--- config.mk ---
export PLATFORM = sky130hd
export DESIGN_NAME = serial_frame_scheduler
export DESIGN_NICKNAME = d
export VERILOG_FILES = /design/src/rtl/serial_frame_scheduler.sv
export SDC_FILE = /design/constraint.sdc
export NUM_CORES = 1
export LEC_CHECK = 0
export CAP_MARGIN = 0
export CORE_ASPECT_RATIO = 0.8
export CORE_MARGIN = 2
export CORE_UTILIZATION = 45
export DETAILED_ROUTE_END_ITERATION = 10
export PLACE_DENSITY_LB_ADDON = 0.1
export SETUP_SLACK_MARGIN = 0.02
export SYNTH_ARGS = -nofsm -noshare
export SYNTH_HDL_FRONTEND = slang
export SYNTH_SLANG_ARGS = --single-unit
--- constraint.sdc ---
create_clock -name Clock -period 3.7 [get_ports Clock]
set_clock_uncertainty 0.05 [all_clocks]
set_input_delay 0.74 -clock Clock [delete_from_list [all_inputs] [get_ports Clock]]
set_output_delay 0.74 -clock Clock [all_outputs]
set_load 0.01 [all_outputs]
--- src/rtl/serial_frame_scheduler.sv ---
// Round-robin scheduler that time-shares one serial "111" detector among N_REQ requesters.
// Each granted frame is re-aligned with a detector reset, shifted LSB-first and reported with its id.
module serial_frame_scheduler #(
  parameter int N_REQ = 4,
  parameter int ID_W  = 2
) (
  input  logic                 Clock,
  input  logic                 Reset,
  input  logic [N_REQ-1:0]     Req,
  input  logic [3*N_REQ-1:0]   Frame_Data,
  output logic [N_REQ-1:0]     Grant,
  output logic                 Busy,
  output logic                 Det_Data_In,
  output logic                 Det_Reset_n,
  input  logic                 Det_Data_Out,
  output logic                 Done_Valid,
  output logic [ID_W-1:0]      Done_Id,
  output logic                 Done_Match
);

  typedef enum logic [2:0] {IDLE, SYNC, SHIFT0, SHIFT1, SHIFT2, REPORT} state_t;

  state_t            state_q, state_d;
  logic [ID_W-1:0]   ptr_q, ptr_d;
  logic [ID_W-1:0]   id_q, id_d;
  logic [2:0]        frame_q, frame_d;
  logic [N_REQ-1:0]  grant_q, grant_d;
  logic              busy_q, busy_d;
  logic              det_in_q, det_in_d;
  logic              det_rst_n_q, det_rst_n_d;
  logic              done_valid_q, done_valid_d;
  logic [ID_W-1:0]   done_id_q, done_id_d;
  logic              done_match_q, done_match_d;

  logic [2:0]        frame_w [N_REQ];
  logic              found;
  logic [ID_W-1:0]   win;

  for (genvar g = 0; g < N_REQ; g++) begin : g_frame
    assign frame_w[g] = Frame_Data[3*g +: 3];
  end

  // First pending request strictly after the last winner, wrapping modulo N_REQ.
  always_comb begin
    found = 1'b0;
    win   = '0;
    for (int k = 1; k <= N_REQ; k++) begin
      if (!found && Req[(int'(ptr_q) + k) % N_REQ]) begin
        found = 1'b1;
        win   = ID_W'((int'(ptr_q) + k) % N_REQ);
      end
    end
  end

  always_comb begin
    state_d      = state_q;
    ptr_d        = ptr_q;
    id_d         = id_q;
    frame_d      = frame_q;
    grant_d      = '0;
    det_in_d     = det_in_q;
    det_rst_n_d  = det_rst_n_q;
    done_valid_d = 1'b0;
    done_id_d    = done_id_q;
    done_match_d = done_match_q;

    case (state_q)
      IDLE, REPORT: begin
        det_rst_n_d = 1'b0;
        state_d     = IDLE;
        if (found) begin
          ptr_d        = win;
          id_d         = win;
          frame_d      = frame_w[win];
          grant_d[win] = 1'b1;
          state_d      = SYNC;
        end
      end
      SYNC: begin
        det_rst_n_d = 1'b1;
        det_in_d    = frame_q[0];
        state_d     = SHIFT0;
      end
      SHIFT0: begin
        det_in_d = frame_q[1];
        state_d  = SHIFT1;
      end
      SHIFT1: begin
        det_in_d = frame_q[2];
        state_d  = SHIFT2;
      end
      SHIFT2: begin
        // Detector has consumed bits 0 and 1; its Mealy output now covers bit 2.
        done_match_d = Det_Data_Out;
        done_valid_d = 1'b1;
        done_id_d    = id_q;
        det_in_d     = 1'b0;
        state_d      = REPORT;
      end
      default: state_d = IDLE;
    endcase

    busy_d = (state_d != IDLE);
  end

  always_ff @(posedge Clock or posedge Reset) begin
    if (Reset) begin
      state_q      <= IDLE;
      ptr_q        <= ID_W'(N_REQ - 1);
      id_q         <= '0;
      frame_q      <= '0;
      grant_q      <= '0;
      busy_q       <= 1'b0;
      det_in_q     <= 1'b0;
      det_rst_n_q  <= 1'b0;
      done_valid_q <= 1'b0;
      done_id_q    <= '0;
      done_match_q <= 1'b0;
    end else begin
      state_q      <= state_d;
      ptr_q        <= ptr_d;
      id_q         <= id_d;
      frame_q      <= frame_d;
      grant_q      <= grant_d;
      busy_q       <= busy_d;
      det_in_q     <= det_in_d;
      det_rst_n_q  <= det_rst_n_d;
      done_valid_q <= done_valid_d;
      done_id_q    <= done_id_d;
      done_match_q <= done_match_d;
    end
  end

  assign Grant       = grant_q;
  assign Busy        = busy_q;
  assign Det_Data_In = det_in_q;
  assign Det_Reset_n = det_rst_n_q;
  assign Done_Valid  = done_valid_q;
  assign Done_Id     = done_id_q;
  assign Done_Match  = done_match_q;

endmodule

==> out/results.md <==
• dfrtp_1, dfstp_2, nor2_1, nand2b_1, mux2_2 — most area-consuming cells after synthesis
• 31.2% — synth-to-layout area growth
• 0 — number of nets with antenna violations after detailed routing
• clkdlybuf4s50_1, dfrtp_1, nor2_1, nand2b_1, a21oi_1 — most used cells in the layout excluding fill and tap cells
• done — CTS tree
• 2200 um^2 — Core Area
• Det_Data_In — launch point of the worst hold path
• 13 — maximum fanout encountered on the critical timing path
• clkdlybuf4s50_1 — most common library cell in the layout ignoring fill and taps
• 0 — hold buffer count at CTS
• 0 — Setup violations, final
• 118 — number of nets in the synthesized netlist
• ptr_q[0] — worst flop-to-flop path startpoint
• 0 — total DRC errors in the routed layout
• 0 — # Post-CTS Setup Buffers
• 21 — count of clock tree sinks
• 2.34 mm — WL final
• 3.87 ns — Worst Path Required
• 36 — count of different cell masters after synthesis
• dfrtp_1 — most frequently used flop master after synthesis
• 1050 um^2 — netlist area before placement
• no — RSZ-0062 raised after global routing
• 0 — antenna violations before repair
• 15 — cell row count
• 2.39 ns — time the worst path needs with I/O delays and setup
• 3 — total clock buffers created by CTS
• 58.1 um — Die Width
• 45.1% — area share of the largest cell type after synthesis
• 0.806 — final weighted congestion of routability-driven global placement
• 99 — synthesized instance count
• dfrtp_1 — post-synth top area cell
• 14.8% — fraction of layout cells with a size suffix above 1
• 48.0% — Initial Util
• 832 — vias in the first global route
• 3.95 mm — global-route wire length before repair
• 19.7% — Total GRT Usage
• Req[1] — worst setup path startpoint
• 817 — vias after detailed routing
• 0 — Max Transition Viols Final
• flip-flop — Setup crit end kind
• 2 — Max Root-Sink Buffers
• 528 um^2 — area taken by flip-flops and latches
• 50.1% — portion of the post-synthesis area used by sequential elements
• 0 ns — Total Neg Setup Slack
• 178 — count of filler cells inserted in the layout
• 100% — asr flop ratio synth
• 10.7 um^2 — Mean Syn Cell Area
• 47.3 um — die boundary height
• input pin — critical path launch point type
• 0.31 ns — clock insertion delay at the later pin of the skew report
• 0.000424 V — Max IR drop VDD
• 47.5% — tightest slew margin relative to the limit
• 4 — router iterations before antenna repair
• 0 — yosys warns
• 5.34 — Vias/cell
• 489 um^2 — multi-input logic area
• 0 — total grt overflow
• 1.06 mW — power after layout
• 1.75 ns — setup slack, reg-to-reg
• 0.12 ns — Worst-path clk slew
• in -> reg — type of the setup path with the least slack
• 766 nW/um^2 — power per unit of standard cell area
• 1 — CTS H-Tree Depth
• 0 — number of enable flip-flop cells after synthesis
• 419 MHz — Max Fclk
• 0 — Max Cap Viol
• 29 — Port-buffer cells
• reg -> reg — Min-Delay Path Class
• 2.56 ns — WP data arrival
• 63.0% — final core occ
• 21 — synthesis-stage register bit count
• clkbuf_4 — clock tree root driver cell
• 2750 um^2 — area of the die
• 148 — Final nets
• 22 — maximum number of pins on one net before global-route repair
• 0 — # diodes
• 0.578 nW — Lkg Pwr
• 0.787 ns — measured slew at the worst slew-check pin
• 15.3 um — wire length per cell
• 0 — Final Hold Fails
• 0 — Resize count post-CTS
• 30 — num ports
• 64.5% — final critical-path share of the clock period
• 1.75 mm — detailed placement HPWL
• finished clean — run status
• 20 — number of DRC markers in iteration 0
[registers in the layout, indices dropped and copies added, names as in the netlist]
register and flops:
id_q 2, Grant 4, ptr_q 2, Done_Valid 1
Done_Id 2, Det_Data_In 1, Busy 1, Done_Match 1
frame_q 3, state_q 3, Det_Reset_n 1
[critical path, cell delays in order]
cell	delay [ns]
clkdlybuf4s50_1	0.47
or4_4	0.57
and3b_4	0.25
nand2b_1	0.18
nor3_1	0.08
nor4_2	0.27
[through the flow]
| stage | cells | setup WS (ns) | area (um^2) | hold WS, ns |
|---|---|---|---|---|
| floorplan | 99 | 1.68 | 1050 | 0.429 |
| global placement | 149 | 1.07 | 1360 | 0.430 |
| detailed placement | 149 | 0.994 | 1360 | 0.436 |
| CTS | 153 | 1.32 | 1380 | 0.467 |
| global route | 153 | 1.24 | 1380 | 0.487 |
| finish | 153 | 1.31 | 1380 | 0.458 |
[cell type report]
type	instances	share of cell area, %
timing repair buffer	29	21.0
multi-input combinational	69	35.4
clock buffer	4	1.90
tap	25	2.26
sequential	21	38.2
inverter	5	1.36
[routing by layer]
metal  vias up  GRT usage (%)  routed length (um)
li1        404              -                   -
met1       387           25.5                1100
met2        24           33.9                1090
met3         2           5.23                 131
met4         0           4.19                  14
met5         -              0                   0
[report_power, final]
| part | switching (mW) | total [mW] | internal, mW |
|---|---|---|---|
| Clock | 0.0715 | 0.114 | 0.0422 |
| Sequential | 0.0852 | 0.428 | 0.343 |
| Combinational | 0.250 | 0.519 | 0.269 |
[Yosys cell counts (all sizes together) (2+ instances only)]
cell	number
nor4	2
dfrtp	19
inv	5
o21ai	4
mux2i	3
nand2	2
a211oi	4
buf	3
nor2	14
nor3	5
nand2b	7
nor2b	2
or2b	2
and3	2
dfstp	2
or3	2
a21oi	6
a311oi	2
mux2	4
[worst paths after layout]
check	endpoint	depth (start not counted)
min in group asynchronous	frame_q[1]	2
worst min register to register	Det_Data_In	1
worst min-delay path	Det_Data_In	1
worst max-delay path	frame_q[0]	6
max in group asynchronous	Grant[3]	2
worst max register to register	frame_q[1]	5
[cell families (layout without fill, tap and decap cells)]
group                  count (synthesis)  after routing  share of synthesized area, %
XOR/XNOR                               1              1                         0.831
multiplexers                           7              7                          7.12
buffers and inverters                  9             38                          3.56
AND/OR/NAND/NOR                       42             42                          24.7
flip-flops                            21             21                          50.1
AO/OA/AOI/OAI                         19             19                          13.8
No activity file was read; power rests on OpenSTA's default activity.
